`config.mk`:
```
export PLATFORM = sky130hd
export DESIGN_NAME = xc20xx_cfg_ctrl
export DESIGN_NICKNAME = d
export VERILOG_FILES = /design/src/rtl/xc20xx_cfg_ctrl.sv
export SDC_FILE = /design/constraint.sdc
export NUM_CORES = 1
export LEC_CHECK = 0
export CORE_ASPECT_RATIO = 1.75
export CORE_MARGIN = 5
export CORE_UTILIZATION = 50
export CTS_CLUSTER_SIZE = 10
export DETAILED_ROUTE_END_ITERATION = 8
export GPL_ROUTABILITY_DRIVEN = 0
export GPL_TIMING_DRIVEN = 0
export PLACE_DENSITY_LB_ADDON = 0.05
export SLEW_MARGIN = 20
export SYNTH_ARGS = -nofsm -noshare
export SYNTH_HDL_FRONTEND = slang
export SYNTH_SLANG_ARGS = --single-unit
```
`constraint.sdc`:
```
create_clock -name K -period 8.1 [get_ports K]
set_input_delay 2.43 -clock K [delete_from_list [all_inputs] [get_ports K]]
set_output_delay 2.43 -clock K [all_outputs]
set_load 0.005 [all_outputs]
```
`src/rtl/xc20xx_cfg_ctrl.sv`:
```
// rtl/xc20xx_cfg_ctrl.sv - serial configuration bitstream loader for XC20xx storage elements
//
// Purpose:
//   Consumes a qualified serial bitstream made of a preamble, a frame count,
//   sync bits, framed config words and postamble bits. It writes each valid
//   frame out as a parallel word with its frame index. The block raises DONE
//   and CFG_EN after a clean load, or a sticky ERR on any format violation.
//
// Ports:
//   K           clock, rising edge
//   RST_N       asynchronous active-low reset
//   DIN         serial bitstream bit
//   DIN_VLD     DIN qualifier; a bit is consumed only when high
//   FRAME_DATA  config word of the last completed frame (holds between writes)
//   FRAME_ADDR  index of the frame on FRAME_DATA (holds between writes)
//   FRAME_WE    one-cycle write strobe for FRAME_DATA/FRAME_ADDR
//   BUSY        high in every state except IDLE, DONE and ERROR
//   DONE        configuration completed successfully
//   CFG_EN      storage-element enable, follows DONE
//   ERR         sticky bitstream format error

module xc20xx_cfg_ctrl #(
  parameter int FRAME_BITS = 9,
  parameter int ADDR_BITS  = 16
) (
  input  logic                  K,
  input  logic                  RST_N,
  input  logic                  DIN,
  input  logic                  DIN_VLD,
  output logic [FRAME_BITS-1:0] FRAME_DATA,
  output logic [ADDR_BITS-1:0]  FRAME_ADDR,
  output logic                  FRAME_WE,
  output logic                  BUSY,
  output logic                  DONE,
  output logic                  CFG_EN,
  output logic                  ERR
);

  // One shared bit counter serves LEN, SYNC, FRAME_DATA and POST.
  localparam int CNT_MAX = (ADDR_BITS > FRAME_BITS) ? ADDR_BITS : FRAME_BITS;
  localparam int CNT_W   = $clog2(CNT_MAX + 1);

  localparam logic [CNT_W-1:0] LEN_LAST  = CNT_W'(ADDR_BITS - 1);
  localparam logic [CNT_W-1:0] DATA_LAST = CNT_W'(FRAME_BITS - 1);
  localparam logic [CNT_W-1:0] SYNC_LAST = CNT_W'(3);
  localparam logic [7:0]       PREAMBLE  = 8'b1111_0010;

  typedef enum logic [3:0] {
    S_IDLE,
    S_LEN,
    S_SYNC,
    S_FSTART,
    S_FDATA,
    S_FSTOP,
    S_POST,
    S_DONE,
    S_ERROR
  } state_t;

  state_t                state_q;
  state_t                state_d;
  logic [7:0]            hist_q;
  logic [CNT_W-1:0]      cnt_q;
  logic [ADDR_BITS-1:0]  n_q;
  logic [ADDR_BITS-1:0]  idx_q;
  logic [FRAME_BITS-1:0] shift_q;

  logic [7:0]            hist_next;
  logic [ADDR_BITS-1:0]  len_next;
  logic [FRAME_BITS-1:0] shift_next;
  logic                  last_frame;

  logic                  busy_d;
  logic                  done_d;
  logic                  err_d;
  logic                  we_d;

  assign hist_next  = {hist_q[6:0], DIN};
  assign len_next   = {n_q[ADDR_BITS-2:0], DIN};
  assign shift_next = {shift_q[FRAME_BITS-2:0], DIN};
  // N is never 0 past LEN, so N-1 cannot underflow here.
  assign last_frame = (idx_q == (n_q - ADDR_BITS'(1)));

  // State register
  always_ff @(posedge K or negedge RST_N) begin
    if (!RST_N) begin
      state_q <= S_IDLE;
    end else begin
      state_q <= state_d;
    end
  end

  // Next-state logic: every transition needs a consumed bit
  always_comb begin
    state_d = state_q;
    if (DIN_VLD) begin
      case (state_q)
        S_IDLE: begin
          if (hist_next == PREAMBLE) state_d = S_LEN;
        end
        S_LEN: begin
          if (cnt_q == LEN_LAST) state_d = (len_next != '0) ? S_SYNC : S_ERROR;
        end
        S_SYNC: begin
          if (!DIN)                    state_d = S_ERROR;
          else if (cnt_q == SYNC_LAST) state_d = S_FSTART;
        end
        S_FSTART: begin
          state_d = DIN ? S_ERROR : S_FDATA;
        end
        S_FDATA: begin
          if (cnt_q == DATA_LAST) state_d = S_FSTOP;
        end
        S_FSTOP: begin
          if (!DIN)           state_d = S_ERROR;
          else if (last_frame) state_d = S_POST;
          else                 state_d = S_FSTART;
        end
        S_POST: begin
          if (!DIN)                    state_d = S_ERROR;
          else if (cnt_q == SYNC_LAST) state_d = S_DONE;
        end
        default: state_d = state_q;  // DONE and ERROR are terminal until reset
      endcase
    end
  end

  // Output decode from the next state; registered below so status lands
  // the cycle after the deciding bit.
  always_comb begin
    busy_d = !((state_d == S_IDLE) || (state_d == S_DONE) || (state_d == S_ERROR));
    done_d = (state_d == S_DONE);
    err_d  = (state_d == S_ERROR);
    we_d   = DIN_VLD && (state_q == S_FSTOP) && DIN;
  end

  // Datapath and registered outputs
  always_ff @(posedge K or negedge RST_N) begin
    if (!RST_N) begin
      hist_q     <= '0;
      cnt_q      <= '0;
      n_q        <= '0;
      idx_q      <= '0;
      shift_q    <= '0;
      FRAME_DATA <= '0;
      FRAME_ADDR <= '0;
      FRAME_WE   <= 1'b0;
      BUSY       <= 1'b0;
      DONE       <= 1'b0;
      CFG_EN     <= 1'b0;
      ERR        <= 1'b0;
    end else begin
      BUSY     <= busy_d;
      DONE     <= done_d;
      CFG_EN   <= done_d;
      ERR      <= err_d;
      // The strobe is not gated by DIN_VLD in the following cycle.
      FRAME_WE <= we_d;
      if (we_d) begin
        FRAME_DATA <= shift_q;
        FRAME_ADDR <= idx_q;
      end
      if (DIN_VLD) begin
        if (state_q == S_IDLE)  hist_q  <= hist_next;
        if (state_q == S_LEN)   n_q     <= len_next;
        if (state_q == S_FDATA) shift_q <= shift_next;
        if (we_d)               idx_q   <= idx_q + ADDR_BITS'(1);
        // The counter restarts on every state change, so each phase counts from 0.
        if (state_d != state_q) begin
          cnt_q <= '0;
        end else if ((state_q == S_LEN) || (state_q == S_SYNC) ||
                     (state_q == S_FDATA) || (state_q == S_POST)) begin
          cnt_q <= cnt_q + CNT_W'(1);
        end
      end
    end
  end

endmodule

```
==> impl_results.md <==
* Status: complete, no violations
* Critical path required time at 8.33 ns
* Most numerous cell in the Yosys netlist: dfrtp_1
* Initial cell density of the core at around 51%
* DP Cell Count at 554
* Comb pwr share at under 10%
* Stages on the worst setup path at 7
* Actual slew at the worst max-slew pin at ~0.83 ns
* Slowest Stage Delay on Critical Path at ~0.55 ns
* Commonest cells in the netlist: 86 x dfrtp_1, 49 x mux2_2, 30 x nand2_1, 20 x nor2_1, 18 x xnor2_1
* Hold Vio Cnt, Final at 0
* IO Port Bufs at 33
* Synth top area share at between 40% and 50%
* Seq pwr share at approximately half
* Core Area at between 0.008 and 0.009 mm^2
* Mapped cell area at 0.00436 mm^2
* Yosys reg bits at 86
* RSZ-0062 raised after global routing: false
* Post-Synthesis Cells at roughly 400
* Critical path arrival at roughly 4.7 ns
* Psw at around 0.00018 W
* Area contributors post-synth: dfrtp_1 49%, mux2_2 13%, xnor2_1 3.6%
* H-tree level count at 3
* R2r startpoint: n_q[0]
* Nets at 457
* CP max-delay cell: or4_1
* Via Count at between 3k and 4k
* First-pass GRT wire length at roughly 16 mm
* Post-DRT Antenna Nets at 0
* Antenna cells at 0
* Critical Path Start: DIN
* Worst reg2reg path depth at 9
* Crit. End Element: register
* Worst Hold Slack at 0.505 ns
* WL final at approximately 9.4 mm
* Power per standard cell area at around 170 mW/mm^2
* CTS Buf Count at 9
* Clock Path Buffers at 2
* Drt pass-1 iters at 4
* Starting DRT DRC Count at between 100 and 150
* Synth Warn # at 0
* Clock Sinks at 86
* Share of cells above drive strength 1 at between 10% and 20%
* Ys flop type: dfrtp_1
* Post-CTS sizing at 0
* Post CTS Setup Buffer Count at 0
* Grt total ovfl at 0
* Synthesized Nets at ~400
* Drt drc at 0
* Min Clock Period, post-route at about 4.5 ns
* Row cnt at 45
* CP top delay family: simple AND/OR/NAND/NOR gates
* Ys async rst share at 100%
* Count of cell types in the netlist at 56
* CTS tree: yes
* Largest net degree at the start of global routing at 46
* Final non-filler cell total at 570
* Die area at 0.0108 mm^2
* FMAX at around 220 MHz
* Pint at between 0.0007 and 0.0008 W
* Worst-path fanout max at 10
* Synth area leader: dfrtp_1
* Number of global-route vias before repair at approximately 3.3k
* Cts-stage hold buffer count at 0
* Setup TNS at 0 ns
* Startpoint Class: primary input
* Layout Area Growth over Synthesis at 18.6%
* Initial antenna violation count at 0
* Worst Hold Class: reg2reg
* Sequential area share after synthesis at between 40% and 50%
* Max-cap viol count at 0
* I/O pins at 34
* WL/cell at ~16 um
* Die height at around 130 um
* Worst-path clk slew at ~0.06 ns
* Leakage power at around 2.4 nW
* Sw Share at roughly a fifth
* R2r endpoint: CFG_EN
* Final setup fails at 0
* Slew headroom at around 44%
* Number of synthesized flops with an enable pin at 0
* Hpwl dp at 7.00 mm
* Worst clock skew at between 0.004 and 0.005 ns
* Crit path cell chain: clkdlybuf4s50_1 > clkbuf_1 > or4_1 > a211o_1 > mux2i_2 > nand3_2 > o32ai_1
* Buffer and inverter count on the worst path at 2
* DIE WIDTH at a little over 80 um
* Clk_lat worst skew at approximately 0.33 ns
* Clock share of power at roughly half
* Syn avg cell area at 10.8 um^2
* Clock tree root driver cell: clkbuf_16
* Worst Setup EP: cnt_q[4]
* Pins over their slew limit at 0
* Vias per cell at between 5 and 6
* R2r setup slk at 4.42 ns
* Final worst-path cycle share at 55.6%
* VDD IR max at 0.129 mV
* Tot GR Track Use at 19.2%
* WS Path Type: in2reg
-- power groups by stage --
stage	Combinational [W]	Sequential [W]	Clock, W
2_1_floorplan	0.00000757	0.000440	0
3_3_place_gp	0.0000200	0.000440	0
3_5_place_dp	0.0000214	0.000440	0
4_1_cts	0.0000213	0.000432	0.000436
5_1_grt	0.0000239	0.000432	0.000457
6_report	0.0000206	0.000432	0.000427
-- worst register-to-register path, delay by kind of cell (launching register included) --
kind	cells	cell delay, ns
muxes	1	0.15
buffers and inverters	1	0.10
adders and majority gates	1	0.27
and+or+nand+nor	4	2.01
AOI/OAI and AO/OA	2	0.60
DFF	1	0.44
-- placed cells by master, fill, tap and decap left out, types with 4 or more instances in the layout --
cell	n
a21oi_1	8
and2_1	6
and3_1	8
buf_1	4
clkbuf_1	15
clkbuf_16	9
clkdlybuf4s50_1	32
dfrtp_1	86
ha_1	5
inv_1	17
mux2_2	49
nand2_1	30
nand2b_1	8
nand3_1	4
nand4_1	8
nor2_1	20
nor2b_1	4
nor3_1	11
nor4_1	9
o2111ai_1	4
o21ai_0	15
or3_1	4
xnor2_1	18
xor2_1	17
-- state kept, by name, summed over array words and instances (netlist names) --
name and count:
CFG_EN 1, shift_q 9, BUSY 1, FRAME_DATA 9, cnt_q 5, hist_q 7, ERR 1, idx_q 16
FRAME_ADDR 16, n_q 16, state_q 4, FRAME_WE 1
-- cell families after synthesis --
logic type	Yosys count	synth area share, %
DFF	86	49.4
buffers and inverters	40	3.62
xor gates and xnor gates	35	7.03
adders and majority gates	5	1.44
muxes	53	13.7
AOI/OAI and AO/OA	55	8.84
and+or+nand+nor	129	16.0
-- worst min path at each step --
| stage | from | end | slack [ns] | cells after the start |
|---|---|---|---|---|
| 2_1_floorplan | hist_q[0] | hist_q[0] | 0.46 | 2 |
| 3_3_place_gp | hist_q[0] | hist_q[0] | 0.48 | 2 |
| 3_5_place_dp | FRAME_DATA[3] | FRAME_DATA[3] | 0.49 | 1 |
| 4_1_cts | FRAME_DATA[3] | FRAME_DATA[3] | 0.51 | 1 |
| 5_1_grt | FRAME_DATA[1] | FRAME_DATA[1] | 0.52 | 1 |
| 6_report | hist_q[0] | hist_q[0] | 0.50 | 2 |
-- through the flow --
stage	utilization [%]	setup slack (ns)	total power, W	area (um^2)
2_1_floorplan	-	3.96	0.000448	4360
3_3_place_gp	56.1	1.45	0.000460	4830
3_5_place_dp	56.3	3.28	0.000462	4850
4_1_cts	60.0	3.62	0.000890	5170
5_1_grt	60.0	3.48	0.000913	5170
6_report	60.0	3.59	0.000879	5170
-- cell type report --
class                           count  area (um^2)
Tap cell                          117          146
Fill cell                         729         3440
Multi-Input combinational cell    277         2050
Inverter                           17         63.8
Buffer                             23         93.8
Clock inverter                      4         51.3
Timing Repair Buffer               34          348
Clock buffer                       12          267
Sequential cell                    86         2150
-- routing by layer --
layer	wire, um	track usage (%)
met2	5170	33.8
met1	3560	21.8
met3	357	3.72
met4	287	8.83
met5	0	0
(Power assumes the default switching activity.)
